--- config.mk ---
export PLATFORM = sky130hd
export DESIGN_NAME = ps2_keystroke
export DESIGN_NICKNAME = d
export VERILOG_FILES = /design/src/rtl/ps2_keystroke.sv
export SDC_FILE = /design/constraint.sdc
export NUM_CORES = 1
export LEC_CHECK = 0
export ABC_AREA = 1
export BUFFER_PORTS_ARGS = -buffer_cell sky130_fd_sc_hd__clkbuf_2
export CORE_MARGIN = 4
export CORE_UTILIZATION = 55
export CTS_CLUSTER_DIAMETER = 40
export DETAILED_ROUTE_END_ITERATION = 16
export PLACE_DENSITY = 0.73
export REMOVE_ABC_BUFFERS = 1
export SYNTH_ARGS = -nofsm -noshare
export SYNTH_HDL_FRONTEND = slang
export SYNTH_SLANG_ARGS = --single-unit
--- constraint.sdc ---
create_clock -name clk_raw -period 2.8 [get_ports clk_raw]
set_input_delay 0.28 -clock clk_raw [delete_from_list [all_inputs] [get_ports clk_raw]]
set_output_delay 0.28 -clock clk_raw [all_outputs]
set_load 0.005 [all_outputs]
--- src/rtl/ps2_keystroke.sv ---
// ps2_keystroke: PS/2 keyboard (scan code set 2) receiver that maintains a
// 12-bit held-key bitmap for the game core.
// Optional feature: define PS2_PARITY_CHECK_EN to enforce odd parity on
// every received frame; otherwise the parity bit is received and ignored.
module ps2_keystroke #(
    parameter int FILTER      = 8,
    parameter int TIMEOUT_CYC = 20000
) (
    input  logic        clk_raw,
    input  logic        rst,
    input  logic        ps2_clk,
    input  logic        ps2_data,
    output logic [11:0] keystroke,
    output logic        key_event,
    output logic        frame_err
);

    localparam int FCW = $clog2(FILTER + 1);
    localparam int TCW = $clog2(TIMEOUT_CYC + 1);

    // Scan codes per bitmap bit (bit0 in the low byte) and their E0 status.
    localparam logic [95:0] KEY_CODE = {8'h4D, 8'h76, 8'h5A, 8'h29,
                                        8'h74, 8'h72, 8'h6B, 8'h75,
                                        8'h23, 8'h1B, 8'h1C, 8'h1D};
    localparam logic [11:0] KEY_EXT  = 12'b0000_1111_0000;

    typedef enum logic [1:0] {
        ST_IDLE,
        ST_RECV,
        ST_CHECK
    } state_t;

    // index 0 = ps2_clk, index 1 = ps2_data
    logic [1:0] line_raw;
    logic [1:0] line_filt;
    logic [1:0] line_accept;

    assign line_raw = {ps2_data, ps2_clk};

    genvar gi;
    generate
        for (gi = 0; gi < 2; gi++) begin : g_line
            logic           sync1_reg;
            logic           sync2_reg;
            logic           filt_reg;
            logic [FCW-1:0] fcnt_reg;
            logic           accept;

            // the synchronized level has differed for FILTER samples in a row
            assign accept = (sync2_reg != filt_reg) && (fcnt_reg == FCW'(FILTER - 1));
            assign line_filt[gi]   = filt_reg;
            assign line_accept[gi] = accept;

            // 2-flop synchronizer followed by a consecutive-sample stability filter
            always_ff @(posedge clk_raw) begin
                if (rst) begin
                    sync1_reg <= 1'b1;
                    sync2_reg <= 1'b1;
                    filt_reg  <= 1'b1;
                    fcnt_reg  <= '0;
                end else begin
                    sync1_reg <= line_raw[gi];
                    sync2_reg <= sync1_reg;
                    if (sync2_reg == filt_reg) begin
                        fcnt_reg <= '0;
                    end else if (accept) begin
                        filt_reg <= sync2_reg;
                        fcnt_reg <= '0;
                    end else begin
                        fcnt_reg <= fcnt_reg + FCW'(1);
                    end
                end
            end
        end
    endgenerate

    logic fall_reg;
    logic data_f;

    assign data_f = line_filt[1];

    // Flag the falling edge in the same cycle the filtered clock drops to 0
    always_ff @(posedge clk_raw) begin
        if (rst) begin
            fall_reg <= 1'b0;
        end else begin
            fall_reg <= line_filt[0] & line_accept[0];
        end
    end

    // ---------------------------------------------------------------
    // Frame FSM
    // ---------------------------------------------------------------
    state_t         state_reg, state_next;
    logic [3:0]     bit_cnt_reg, bit_cnt_next;
    logic [7:0]     shift_reg, shift_next;
    logic           stop_reg, stop_next;
    logic [TCW-1:0] tmo_reg, tmo_next;
    logic           frame_err_reg, frame_err_next;
    logic           byte_valid_reg, byte_valid_next;
    logic [7:0]     byte_reg, byte_next;
    logic           tmo_hit_reg, tmo_hit_next;
    logic           frame_ok;
`ifdef PS2_PARITY_CHECK_EN
    logic           par_reg, par_next;
`endif

`ifdef PS2_PARITY_CHECK_EN
    assign frame_ok = stop_reg && (^{par_reg, shift_reg});
`else
    assign frame_ok = stop_reg;
`endif

    // Frame FSM state and datapath registers
    always_ff @(posedge clk_raw) begin
        if (rst) begin
            state_reg      <= ST_IDLE;
            bit_cnt_reg    <= '0;
            shift_reg      <= '0;
            stop_reg       <= 1'b0;
            tmo_reg        <= '0;
            frame_err_reg  <= 1'b0;
            byte_valid_reg <= 1'b0;
            byte_reg       <= '0;
            tmo_hit_reg    <= 1'b0;
`ifdef PS2_PARITY_CHECK_EN
            par_reg        <= 1'b0;
`endif
        end else begin
            state_reg      <= state_next;
            bit_cnt_reg    <= bit_cnt_next;
            shift_reg      <= shift_next;
            stop_reg       <= stop_next;
            tmo_reg        <= tmo_next;
            frame_err_reg  <= frame_err_next;
            byte_valid_reg <= byte_valid_next;
            byte_reg       <= byte_next;
            tmo_hit_reg    <= tmo_hit_next;
`ifdef PS2_PARITY_CHECK_EN
            par_reg        <= par_next;
`endif
        end
    end

    // Frame FSM next-state: start bit, 8 data bits LSB first, parity, stop
    always_comb begin
        state_next      = state_reg;
        bit_cnt_next    = bit_cnt_reg;
        shift_next      = shift_reg;
        stop_next       = stop_reg;
        tmo_next        = tmo_reg;
        frame_err_next  = 1'b0;
        byte_valid_next = 1'b0;
        byte_next       = byte_reg;
        tmo_hit_next    = 1'b0;
`ifdef PS2_PARITY_CHECK_EN
        par_next        = par_reg;
`endif
        case (state_reg)
            ST_IDLE: begin
                tmo_next = '0;
                if (fall_reg) begin
                    if (!data_f) begin
                        state_next   = ST_RECV;
                        bit_cnt_next = 4'd1;
                    end else begin
                        frame_err_next = 1'b1;
                    end
                end
            end
            ST_RECV: begin
                if (fall_reg) begin
                    tmo_next = '0;
                    if (bit_cnt_reg <= 4'd8) begin
                        shift_next = {data_f, shift_reg[7:1]};
                    end
`ifdef PS2_PARITY_CHECK_EN
                    if (bit_cnt_reg == 4'd9) begin
                        par_next = data_f;
                    end
`endif
                    if (bit_cnt_reg == 4'd10) begin
                        stop_next  = data_f;
                        state_next = ST_CHECK;
                    end else begin
                        bit_cnt_next = bit_cnt_reg + 4'd1;
                    end
                end else if (tmo_reg == TCW'(TIMEOUT_CYC - 1)) begin
                    // line went quiet mid-frame: abandon it and any prefixes
                    tmo_next       = '0;
                    frame_err_next = 1'b1;
                    tmo_hit_next   = 1'b1;
                    state_next     = ST_IDLE;
                end else begin
                    tmo_next = tmo_reg + TCW'(1);
                end
            end
            ST_CHECK: begin
                state_next = ST_IDLE;
                if (frame_ok) begin
                    byte_valid_next = 1'b1;
                    byte_next       = shift_reg;
                end else begin
                    frame_err_next = 1'b1;
                end
            end
            default: begin
                state_next = ST_IDLE;
            end
        endcase
    end

    // ---------------------------------------------------------------
    // Decoder
    // ---------------------------------------------------------------
    logic [11:0] keys_reg, keys_next;
    logic        ext_reg, ext_next;
    logic        brk_reg, brk_next;
    logic        event_reg, event_next;
    logic [11:0] hit;

    generate
        for (gi = 0; gi < 12; gi++) begin : g_key
            assign hit[gi] = (byte_reg == KEY_CODE[gi*8 +: 8]) && (ext_reg == KEY_EXT[gi]);
        end
    endgenerate

    // Decoder state: bitmap, prefix flags and change pulse
    always_ff @(posedge clk_raw) begin
        if (rst) begin
            keys_reg  <= '0;
            ext_reg   <= 1'b0;
            brk_reg   <= 1'b0;
            event_reg <= 1'b0;
        end else begin
            keys_reg  <= keys_next;
            ext_reg   <= ext_next;
            brk_reg   <= brk_next;
            event_reg <= event_next;
        end
    end

    // Apply prefixes, reset/error codes and make/break codes to the bitmap
    always_comb begin
        keys_next  = keys_reg;
        ext_next   = ext_reg;
        brk_next   = brk_reg;
        event_next = 1'b0;
        if (tmo_hit_reg) begin
            ext_next = 1'b0;
            brk_next = 1'b0;
        end else if (byte_valid_reg) begin
            case (byte_reg)
                8'hE0: ext_next = 1'b1;
                8'hF0: brk_next = 1'b1;
                8'hAA, 8'hFC, 8'h00, 8'hFF: begin
                    keys_next  = '0;
                    event_next = |keys_reg;
                    ext_next   = 1'b0;
                    brk_next   = 1'b0;
                end
                default: begin
                    keys_next  = brk_reg ? (keys_reg & ~hit) : (keys_reg | hit);
                    event_next = (keys_next != keys_reg);
                    ext_next   = 1'b0;
                    brk_next   = 1'b0;
                end
            endcase
        end
    end

    assign keystroke = keys_reg;
    assign key_event = event_reg;
    assign frame_err = frame_err_reg;

endmodule

* Word-level counts from Yosys, hierarchy flattened
Index checks and enable logic that the tools add are counted.
** Word-level totals
- Output and inout bits :: 14
- Register bits after elaboration :: 71
- Input bits :: 4
** Cells by class
- Reductions and logical operators :: 36
- Bitwise gates (word level) :: 14
- Equality and inequality tests :: 34
- Order comparisons :: 1
- Multiplexer cells :: 26
- $add $sub $neg :: 4
** Operator list (count)
- 8-bit by 7-bit == test with 1-bit output (second input constant) :: 7
- 8-bit == test (second input constant) :: 5
- 15-bit 2-to-1 mux :: 2
- 15-bit one-hot mux with 2 select lines :: 1
- 8-bit by 5-bit == test with 1-bit output (second input constant) :: 3
- 12-bit one-hot mux with 2 select lines :: 1
- 8-bit by 6-bit == test with 1-bit output (second input constant) :: 2
- 4-bit 2-to-1 mux :: 4
- 15-bit by 1-bit adder with 15-bit output (second input constant) :: 1
- 15-bit == test (second input constant) :: 1
- 1-bit logical AND :: 14
- 4-bit by 1-bit adder with 4-bit output (second input constant) :: 3
- 12-bit bitwise AND :: 1
- 12-bit 2-to-1 mux :: 1
- 12-bit != test :: 1
- 12-bit NOT :: 1
- 12-bit bitwise OR :: 1
- 12-bit OR reduction :: 1
- 2-bit 2-to-1 mux :: 5
- 1-bit NOT :: 10
- 2-bit AND reduction :: 5
- 3-bit AND reduction :: 3
- 3-bit OR reduction :: 3
- 4-bit by 3-bit == test with 1-bit output (second input constant) :: 2
- other kinds (21) :: 37

* Logic depth before layout (Yosys ltp)
Gate-level depths: netlist of the first run.
- Depth in word-level cells :: 7
- Gate-level depth with buffers :: 12

* Least setup slack after synthesis of the first run
Ideal clock, no wire load.
- Kind :: flip-flop to flip-flop
- Start :: reg tmo_reg[0]
- End :: reg tmo_reg[12]
- Path slack :: 1.229 ns
- Data required time :: 2.686 ns
- Period minus slack after synthesis :: 1.571 ns
- Buffers on the path :: 1
- Stages on the path, launching flop included :: 12
- Data arrival time :: 1.457 ns
- Cell sequence :: dfxtp_1 ha_1 nand2_1 nor2_1 nand2_1 nor3_1 nand2_1 nand2_1 nand2_1 nand2_1 buf_6 nor2_1
** On the way
- Longest elaborated chain between the ends :: 4
- Elaborated cells on any way between the ends :: 5
- Those cells by class :: add/sub (1); eq/ne (1); mux (3)
** RTL lines
- from (decl) :: line 98 : logic [TCW-1:0] tmo_reg, tmo_next;
- from (signal assigned) :: line 134 : tmo_reg <= tmo_next;
- 15-bit by 1-bit adder with 15-bit output or 15-bit == test (tied branches) :: line 195, 188
- 15-bit 2-to-1 mux (*) :: line 188 : end else if (tmo_reg == TCW'(TIMEOUT_CYC - 1)) begin
- 15-bit 2-to-1 mux (*) :: line 172 : if (fall_reg) begin
- 15-bit one-hot mux with 2 select lines (*) :: line 159 : case (state_reg)
Every way passes the cells marked *; elsewhere a longest branch is shown, timed or not.
A chain may end at the register's enable or synchronous reset.

* Final worst setup path of the first run
- Start :: reg tmo_reg[0]
- End :: reg tmo_reg[13]
Same word-level chain as after synthesis.

==> results of run 1 <==
area by class of cell:
type	instances	area, sq um
Sequential cell	71	1421
Multi-Input combinational cell	374	1992
Timing Repair Buffer	20	107.6
Tap cell	77	96.34
Clock inverter	7	80.08
Inverter	58	220.2
Fill cell	610	2417
Clock buffer	9	123.9
cells in the final DEF (no fill, tap or decap), drive strengths merged, types with 9 or more instances in the layout:
cell type  synthesis  routed
nand2            108     108
dfxtp             71      71
clkbuf             8      26
xor2               9       9
nor3              16      16
inv               56      59
a21oi             29      29
nand3             24      24
o21ai             32      32
nor2              90      90
nand4             33      33
cell usage after synthesis (6+ instances only):
cell and number:
sky130_fd_sc_hd__nand2_2 10, sky130_fd_sc_hd__ha_1 6, sky130_fd_sc_hd__clkbuf_1 8, sky130_fd_sc_hd__nand4_1 33
sky130_fd_sc_hd__dfxtp_1 71, sky130_fd_sc_hd__a21oi_1 19, sky130_fd_sc_hd__nor3_1 11, sky130_fd_sc_hd__inv_1 51
sky130_fd_sc_hd__o21ai_0 30, sky130_fd_sc_hd__nor2_1 82, sky130_fd_sc_hd__nand3_1 24, sky130_fd_sc_hd__a21oi_2 10
sky130_fd_sc_hd__xor2_1 9, sky130_fd_sc_hd__nand2_1 93
stage by stage:
step	utilization (%)	area, sq um	hold slack (ns)
final	62.57	4041	0.1172
after global routing	62.57	4041	0.08966
after CTS	62.57	4041	0.09958
after detailed placement	59.41	3837	0.3980
after global placement	59.41	3837	0.3967
after floorplan	-	3633	0.3424
power groups by stage:
stage               combinational [uW]  clock, uW  sequential (uW)
global route                      31.2        900             1010
CTS                               28.2        865             1010
detailed placement                28.3          0             1040
finish                            27.7        835             1010
floorplan                         12.9          0             1040
global placement                  27.5          0             1040
metal layers:
metal | vias up | global-route usage [%]
li1 | 1737 | -
met1 | 1500 | 22.78
met2 | 55 | 32.98
met3 | 6 | 5.426
met4 | 0 | 5.867
met5 | - | 0
cell families after synthesis:
group | Yosys count | share of synthesized area (%)
compound gates | 72 | 11.58
flops | 71 | 38.24
buf+inv | 71 | 8.179
fa+ha+maj | 6 | 2.019
xor+xnor | 9 | 2.121
simple gates | 287 | 37.87
path summary, 6_finish.rpt:
check / from / end / slack, ns / depth (start not counted)
setup / recovery: tmo_reg[0] / tmo_reg[13] / 0.78 / 11
hold / removal: ps2_data / g_line[1].sync1_reg / 0.12 / 2
setup reg to reg: tmo_reg[0] / tmo_reg[13] / 0.78 / 11
hold reg to reg: g_line[1].sync1_reg / g_line[1].sync2_reg / 0.42 / 1
==> results.sh, run 1 <==
export IMPL_insertedDiodeCount=0
export IMPL_synthDistinctLibCells=43
export IMPL_ctsHoldBuffers=0
export IMPL_share_of_the_clock_period_used_by_the_worst_path_pct=72.22
export IMPL_std_cell_rows=29
export IMPL_critPathMaxFanout=14
export IMPL_ctsHtreeMaxLevel=3
export IMPL_globalRoute_totalOverflow=0
export IMPL_postSynthRegisterBits=71
export IMPL_critPathTopFamily="simple AND/OR/NAND/NOR gates"
export IMPL_final_setup_viol_count=0
export IMPL_die_width_um=90.21
export IMPL_dp_hpwl_um=5617
export IMPL_syn_mean_instance_area_sq_um=7.204
export IMPL_hold_class="in2reg"
export IMPL_routed_wl_um=7610
export IMPL_cp_num_buf_inv=0
export IMPL_count_of_mapped_cells_out_of_synthesis=516
export IMPL_cts_sinks=71
export IMPL_p_int_uw=1445
export IMPL_cts_root_buffer_cell="sky130_fd_sc_hd__clkbuf_8"
export IMPL_slew_viol_final=0
export IMPL_yosysTopAreaCellShare_pct=38.24
export IMPL_met2_length_um=3793
export IMPL_cts_made_buffers=9
export IMPL_synth_flop_cell="sky130_fd_sc_hd__dfxtp_1"
export IMPL_design_die_area_sq_mm=0.008138
export IMPL_largest_reg_flops=15
export IMPL_power_share_sequential_pct=54.0
export IMPL_max_slew_margin_rel_pct=62.56
export IMPL_number_of_global_route_vias_before_repair=2891
export IMPL_grt_setup_unrepaired="false"
export IMPL_buffer_ports_inserted=17
export IMPL_routed_top_layer="met4"
export IMPL_placeableCoreArea_sq_mm=0.006459
export IMPL_worst_ep_arrival_time_ns=2.27
export IMPL_max_freq_mhz=494.5
export IMPL_ant_nets=0
export IMPL_comb_power_share_pct=1.5
export IMPL_power_uw=1877
export IMPL_critical_path_start_type="flip-flop"
export IMPL_max_cap_viols=0
export IMPL_power_density_mw_per_mm2=464.5
export IMPL_yosys_area_top_type="sky130_fd_sc_hd__dfxtp_1"
export IMPL_grt_pass1_wl_um=12820
export IMPL_clock_insertion_delay_worst_skew_ns=0.34
export IMPL_vdd_ir_drop_worst_v=0.0003620
export IMPL_timing_final_crit_period_ns=2.022
export IMPL_switching_power_uw=432.6
export IMPL_cpMaxStageDelayCell="sky130_fd_sc_hd__nand2_1"
export IMPL_cts_setup_buffers=0
export IMPL_yosysSeqAreaShare_pct=38.24
export IMPL_first_iter_violations=168
export IMPL_die_height_um=90.21
export IMPL_synth_enable_flop_cells=0
export IMPL_run_status="finished, final reports clean"
export IMPL_met3RoutedLength_um=249
export IMPL_sum_of_negative_setup_slack_ns=0
export IMPL_detailedPlace_worstSlack_ns=0.7825
export IMPL_clk_path_buf_depth=2
export IMPL_layout_area_overhead_vs_synth_pct=8.718
export IMPL_fin_nets=544
export IMPL_hold_violations=0
export IMPL_wl_per_cell_um=12.35
export IMPL_yosysWarningCount=0
export IMPL_wirelength_met1_um=3481
export IMPL_clk_transition_reported_paths_ns=0.08
export IMPL_post_cts_resized=0
export IMPL_critical_path_max_stage_delay_ns=0.42
export IMPL_grt_start_max_net_pins=25
export IMPL_path_class="reg2reg"
export IMPL_finalWeightedCongestion=0.9343
export IMPL_finalNonFillerCells=616
export IMPL_dr_pass1_iters=4
export IMPL_dp_cells=600
export IMPL_avgViaCountPerCell=5.354
export IMPL_gr_usage_all_layers_pct=19.04
export IMPL_synthesis_area_sq_mm=0.003717
export IMPL_timing_clock_skew_ns=0.008251
export IMPL_timing_critical_path_cells="ha_1 > nand2_1 > nor2_1 > nand2_1 > nor3_1 > nand2_1 > nand2_1 > nand2_1 > nand2_1 > nor2_1 > o21a_1"
export IMPL_io_pins=18
export IMPL_synth_top_cells_by_area="sky130_fd_sc_hd__dfxtp_1 (38%), sky130_fd_sc_hd__nand2_1 (9.4%), sky130_fd_sc_hd__nor2_1 (8.3%), sky130_fd_sc_hd__nand4_1 (5.6%), sky130_fd_sc_hd__inv_1 (5.1%)"
export IMPL_worstMarginPinSlew_ns=0.5603
export IMPL_grt_antenna_before_repair=0
export IMPL_swShare_pct=23.05
export IMPL_tritoncts="built"
export IMPL_worst_endpoint_required_ns=3.04
export IMPL_post_route_drc_count=0
export IMPL_setup_ws_ns=0.7779
export IMPL_cp_end_kind="flip-flop"
export IMPL_route_vias_total=3298
export IMPL_leakage_uw=0.001547
export IMPL_start_util_pct=57.56
export IMPL_power_frac_clock_pct=44.5
export IMPL_path_common_cell="sky130_fd_sc_hd__nand2_1"
export IMPL_async_s_r_ff_share_synth_pct=0
export IMPL_final_layout_size_suffix_gt1_share_pct=16.51
Power figures use the tool's default switching activity.
==> inputs of run 2 (changes only) <==
- PLACE_DENSITY: 0.73 -> 0.75
- clock period: 2.8 -> 1.6 ns (I/O delays scaled with it)
==> run 2 against run 1 <==
Effect of this change:
- final area rose by 8.4%
- global-route usage rose by 1.8 points
- register-to-register slack lost 0.73 ns
- first-iteration DRC count fell by 8.9%
- critical path type unchanged
- critical endpoint unchanged
- sequential power increased by 75%
- clock power up 50%
- largest cell class unchanged
- highest routed layer unchanged
==> results.sh, run 2 (synthesized netlist as in run 1, its figures left out) <==
export IMPL_worst_ep_arrival_time_ns=1.80
export IMPL_leakage_uw=0.001705
export IMPL_critPathMaxFanout=4
export IMPL_dp_hpwl_um=5966
export IMPL_timing_clock_skew_ns=0.006255
export IMPL_finalCoreUtilization_pct=67.80
export IMPL_buffer_ports_inserted=17
export IMPL_design_die_area_sq_mm=0.008138
export IMPL_comb_power_share_pct=1.9
export IMPL_globalRoute_totalOverflow=0
export IMPL_die_height_um=90.21
export IMPL_grt_setup_unrepaired="true"
export IMPL_dr_pass1_iters=4
export IMPL_std_cell_rows=29
export IMPL_grt_start_max_net_pins=21
export IMPL_power_uw=3083
export IMPL_routed_wl_um=8399
export IMPL_ctsHtreeMaxLevel=3
export IMPL_slew_viol_final=0
export IMPL_clk_path_buf_depth=2
export IMPL_setup_ws_ns=0.04508
export IMPL_fin_hold_ws_ns=0.2471
export IMPL_vdd_ir_drop_worst_v=0.0004669
export IMPL_mostFrequentLayoutCell="sky130_fd_sc_hd__nand2_1"
export IMPL_hold_violations=0
export IMPL_switching_power_uw=726.1
export IMPL_layout_area_overhead_vs_synth_pct=17.81
export IMPL_run_status="finished, final reports clean"
export IMPL_power_share_sequential_pct=57.5
export IMPL_clk_transition_reported_paths_ns=0.08
export IMPL_cts_made_buffers=9
export IMPL_worst_endpoint_required_ns=1.84
export IMPL_cp_end_kind="flip-flop"
export IMPL_grt_antenna_before_repair=0
export IMPL_largest_reg_flops=15
export IMPL_power_frac_clock_pct=40.6
export IMPL_start_util_pct=57.56
export IMPL_worstMarginPinSlew_ns=0.3959
export IMPL_cts_root_buffer_cell="sky130_fd_sc_hd__clkbuf_8"
export IMPL_detailedPlace_worstSlack_ns=-0.1222
export IMPL_final_layout_size_suffix_gt1_share_pct=25.18
export IMPL_avgViaCountPerCell=5.417
export IMPL_swShare_pct=23.55
export IMPL_final_setup_viol_count=0
export IMPL_nFillCells=558
export IMPL_max_slew_margin_rel_pct=73.51
export IMPL_clock_insertion_delay_worst_skew_ns=0.34
export IMPL_critical_path_start_type="flip-flop"
export IMPL_layout_common_cells="sky130_fd_sc_hd__nand2_1 (87), sky130_fd_sc_hd__nor2_1 (72), sky130_fd_sc_hd__dfxtp_1 (65)"
export IMPL_path_class="reg2reg"
export IMPL_finalWeightedCongestion=0.8959
export IMPL_fin_nets=573
export IMPL_tritoncts="built"
export IMPL_insertedDiodeCount=0
export IMPL_power_density_mw_per_mm2=704.0
export IMPL_max_cap_viols=0
export IMPL_cts_sinks=71
export IMPL_reg2reg_depth=12
export IMPL_wl_per_cell_um=13.02
export IMPL_hold_depth=3
export IMPL_share_of_the_clock_period_used_by_the_worst_path_pct=97.18
export IMPL_first_iter_violations=153
export IMPL_route_vias_total=3494
export IMPL_io_pins=18
export IMPL_gr_usage_all_layers_pct=20.80
export IMPL_hold_class="in2reg"
export IMPL_placeableCoreArea_sq_mm=0.006459
export IMPL_max_freq_mhz=643.1
export IMPL_number_of_global_route_vias_before_repair=3233
export IMPL_ant_nets=0
export IMPL_sum_of_negative_setup_slack_ns=0
export IMPL_grt_pass1_wl_um=14080
export IMPL_p_int_uw=2357
export IMPL_die_width_um=90.21
export IMPL_timing_final_crit_period_ns=1.555
export IMPL_post_route_drc_count=0
run 2: cell count changes in the layout (fill, tap and decap cells not counted), moves of 3 or more:
| cell | before | now |
|---|---|---|
| sky130_fd_sc_hd__nor2_1 | 82 | 72 |
| sky130_fd_sc_hd__nor2_2 | 5 | 13 |
| sky130_fd_sc_hd__dfxtp_1 | 71 | 65 |
| sky130_fd_sc_hd__nand2_1 | 93 | 87 |
| sky130_fd_sc_hd__nor3_1 | 11 | 8 |
| sky130_fd_sc_hd__dfxtp_2 | 0 | 5 |
| sky130_fd_sc_hd__buf_4 | 3 | 25 |
| sky130_fd_sc_hd__nand2_2 | 10 | 15 |
run 2: layer usage:
metal	up-vias	wire [um]	track usage, %
li1	1804	-	-
met1	1596	3700	24.21
met2	78	4104	36.09
met3	16	395	5.426
met4	0	198	8.673
met5	-	0	0
run 2: through the flow:
stage	instances	cell area, sq um
floorplan	503	3633
global placement	622	4015
detailed placement	622	4015
CTS	642	4259
global route	645	4379
finish	645	4379
run 2: worst paths after layout:
kind	start	end	slack, ns
worst max-delay path	tmo_reg[1]	tmo_reg[13]	0.05
worst min-delay path	rst	keystroke[8]	0.25
worst max register to register	tmo_reg[1]	tmo_reg[13]	0.05
worst min register to register	g_line[0].sync1_reg	g_line[0].sync2_reg	0.41
run 2: power by group through the flow:
| stage | clock network (uW) | logic [uW] | registers, uW |
|---|---|---|---|
| finish | 1250 | 58.7 | 1770 |
| global route | 1360 | 65.8 | 1770 |
| CTS | 1280 | 59.3 | 1770 |
| detailed placement | 0 | 55.3 | 1820 |
| global placement | 0 | 54.0 | 1820 |
| floorplan | 0 | 22.6 | 1820 |
run 2: critical path, cell delays in order, from the launching register on:
cell,delay (ns)
sky130_fd_sc_hd__dfxtp_2,0.36
sky130_fd_sc_hd__ha_4,0.16
sky130_fd_sc_hd__nand2_4,0.05
sky130_fd_sc_hd__nor2_4,0.10
sky130_fd_sc_hd__nand2_2,0.08
sky130_fd_sc_hd__nor3_4,0.13
sky130_fd_sc_hd__nand2_1,0.06
sky130_fd_sc_hd__nand2_1,0.08
sky130_fd_sc_hd__nand2_1,0.07
sky130_fd_sc_hd__nand2_2,0.10
sky130_fd_sc_hd__buf_6,0.12
sky130_fd_sc_hd__nor2_1,0.04
sky130_fd_sc_hd__o21a_1,0.09
run 2: repair_timing:
| action | 4_1_cts | 5_1_grt |
|---|---|---|
| cloned | 0 | 1 |
| gates resized for setup | 9 | 30 |
| buffers inserted | 2 | 2 |
| hold buffers | 2 | 0 |
| endpoints found under the setup margin | 18 | 31 |
| hold endpoints to repair | 2 | 0 |
| pin swaps | 3 | 5 |
run 2: final cells by class:
cell class / instances / area [sq um] / share of cell area (%)
Sequential cell: 71 / 1431 / 32.69
Tap cell: 77 / 96.34 / 2.200
Inverter: 58 / 224.0 / 5.114
Clock inverter: 5 / 33.78 / 0.7714
Clock buffer: 11 / 131.4 / 3.000
Timing Repair Buffer: 48 / 355.3 / 8.114
Timing Repair inverter: 1 / 5.005 / 0.1143
Multi-Input combinational cell: 374 / 2102 / 48.00
==> inputs of run 3 (changes only) <==
- SETUP_SLACK_MARGIN: unset -> 0.5
==> run 3 against run 2 <==
Effect of this change:
- the flow now finishes with violations (negative setup slack)
- cell count is 4.3% higher
- count of clock-buffer cells in the layout stayed put
- core utilization is 15 points higher
- routed wire length is 41% higher
- global-route usage is 2.7 points higher
- sequential cell count stayed put
- critical path type unchanged
- largest power group unchanged
==> results.sh, run 3 (synthesized netlist as in run 1, its figures left out) <==
export IMPL_final_layout_size_suffix_gt1_share_pct=48.49
export IMPL_violations="negative setup slack"
export IMPL_clk_transition_reported_paths_ns=0.08
export IMPL_clk_path_buf_depth=2
export IMPL_gr_usage_all_layers_pct=23.48
export IMPL_dr_pass1_iters=5
export IMPL_wl_per_cell_um=17.62
export IMPL_hold_depth=3
export IMPL_timing_clock_skew_ns=0.01362
export IMPL_mostFrequentLayoutCell="sky130_fd_sc_hd__nand2_1"
export IMPL_die_width_um=90.21
export IMPL_dp_hpwl_um=5966
export IMPL_post_route_drc_count=0
export IMPL_routed_wl_um=11860
export IMPL_dp_cells=622
export IMPL_io_pins=18
export IMPL_leakage_uw=0.002234
export IMPL_slew_viol_final=0
export IMPL_routed_top_layer="met4"
export IMPL_vdd_ir_drop_worst_v=0.0004902
export IMPL_path_depth=12
export IMPL_placeableCoreArea_sq_mm=0.006459
export IMPL_met3RoutedLength_um=675
export IMPL_path_class="reg2reg"
export IMPL_hold_violations=0
export IMPL_sum_of_negative_setup_slack_ns=-0.1038
export IMPL_layout_area_overhead_vs_synth_pct=44.23
export IMPL_critical_path_reg2reg_endpoint="key_event"
export IMPL_finalNonFillerCells=673
export IMPL_critical_path_max_stage_delay_ns=0.39
export IMPL_timing_critical_path_cells="inv_8 > buf_6 > nand4_1 > nor2_2 > nand3_1 > nand2_1 > nor2_1 > nand2_1 > nor2_1 > nand3_2 > nand2_2 > inv_2"
export IMPL_grt_start_max_net_pins=21
export IMPL_worstMarginPinSlew_ns=0.4310
export IMPL_ctsHtreeMaxLevel=3
export IMPL_ant_nets=0
export IMPL_grt_setup_unrepaired="true"
export IMPL_design_die_area_sq_mm=0.008138
export IMPL_largest_reg_flops=15
export IMPL_timing_reg2reg_setup_slack_ns=-0.08
export IMPL_worst_ep_arrival_time_ns=1.94
export IMPL_max_slew_margin_rel_pct=71.16
export IMPL_start_util_pct=57.56
export IMPL_std_cell_rows=29
export IMPL_hold_class="in2reg"
export IMPL_globalRoute_totalOverflow=0
export IMPL_cts_sinks=71
export IMPL_reg2reg_from="byte_reg[1]"
export IMPL_reg2reg_depth=12
export IMPL_nFillCells=356
export IMPL_worst_endpoint_required_ns=1.86
export IMPL_share_of_the_clock_period_used_by_the_worst_path_pct=105.0
export IMPL_fin_nets=601
export IMPL_clock_insertion_delay_worst_skew_ns=0.36
export IMPL_layout_common_cells="sky130_fd_sc_hd__nand2_1 (57), sky130_fd_sc_hd__nor2_1 (55), sky130_fd_sc_hd__dfxtp_1 (42)"
export IMPL_die_height_um=90.21
export IMPL_run_status="finished with violations"
export IMPL_holdPathEnd="g_line[0].filt_reg"
export IMPL_finalCoreUtilization_pct=83.01
export IMPL_avgViaCountPerCell=5.973
export IMPL_number_of_global_route_vias_before_repair=3486
export IMPL_wirelength_met1_um=4446
export IMPL_cpMaxStageDelayCell="sky130_fd_sc_hd__dfxtp_4"
export IMPL_insertedDiodeCount=0
export IMPL_power_density_mw_per_mm2=584.4
export IMPL_route_vias_total=4020
export IMPL_max_freq_mhz=595.5
export IMPL_cts_made_buffers=9
export IMPL_setup_ws_ns=-0.07926
export IMPL_buffer_ports_inserted=17
export IMPL_critPathMaxFanout=4
export IMPL_met2_length_um=6277
export IMPL_tritoncts="built"
export IMPL_cp_end_kind="flip-flop"
export IMPL_max_cap_viols=0
export IMPL_grt_antenna_before_repair=0
export IMPL_detailedPlace_worstSlack_ns=-0.1222
export IMPL_final_setup_viol_count=2
export IMPL_timing_hold_worst_start="rst"
export IMPL_fin_hold_ws_ns=0.2498
export IMPL_critical_path_start_type="flip-flop"
export IMPL_critPathTopFamily="simple AND/OR/NAND/NOR gates"
export IMPL_first_iter_violations=245
export IMPL_timing_final_crit_period_ns=1.679
export IMPL_cts_root_buffer_cell="sky130_fd_sc_hd__clkbuf_8"
export IMPL_grt_pass1_wl_um=15840
export IMPL_cp_num_buf_inv=3
export IMPL_finalWeightedCongestion=0.8959
run 3: changes by cell type in the layout (fill, tap and decap cells not counted), sizes merged:
cell      before  now
clkinvlp       4    2
clkbuf        28   29
clkinv         3    4
buf           29   57
run 3: tightest hold or removal path, cell delays in order:
cell,delay [ns]
sky130_fd_sc_hd__clkbuf_2,0.09
sky130_fd_sc_hd__inv_1,0.18
sky130_fd_sc_hd__nand3_1,0.14
run 3: cell type report:
type                    instances  area [sq um]  area share, %
inverters                      58         276.5          5.158
flip-flops and latches         71          1478          27.56
repair buffers                 77         683.2          12.74
clock inverters                 5         33.78         0.6301
multi-input cells             374          2663          49.66
clock buffers                  11         131.4          2.450
well taps                      77         96.34          1.797
run 3: timing repair:
action / 4_1_cts / 5_1_grt
endpoints found under the hold margin: 2 / 0
cloned: 1 / 2
endpoints found under the setup margin: 63 / 76
hold buffers: 2 / 0
resized for setup: 120 / 159
pin swaps: 36 / 57
setup buffers: 16 / 14
run 3: worst max path at each step:
stage                 from           to  slack [ns]
2_1_floorplan      brk_reg    key_event       -0.13
3_3_place_gp    tmo_reg[0]  tmo_reg[13]       -0.04
3_5_place_dp    tmo_reg[0]  tmo_reg[13]       -0.12
4_1_cts         tmo_reg[1]  tmo_reg[13]       0.007
5_1_grt        byte_reg[1]    key_event       -0.17
6_report       byte_reg[1]    key_event       -0.08
run 3: metrics by stage:
| stage | total power [uW] | area, sq um |
|---|---|---|
| after floorplan | 1838 | 3633 |
| after global placement | 1870 | 4015 |
| after detailed placement | 1872 | 4015 |
| after CTS | 3107 | 4705 |
| after global routing | 3210 | 5361 |
| final | 3133 | 5361 |
run 3: layer usage:
| metal | track usage, % | up-vias |
|---|---|---|
| met5 | 0 | - |
| met4 | 9.311 | 0 |
| met3 | 5.426 | 62 |
| met2 | 42.07 | 178 |
| met1 | 26.86 | 1914 |
| li1 | - | 1866 |
run 3: power by group:
| part | switching, uW | internal (uW) |
|---|---|---|
| Clock | 731 | 564 |
| Sequential | 4.58 | 1760 |
| Combinational | 46.0 | 29.5 |
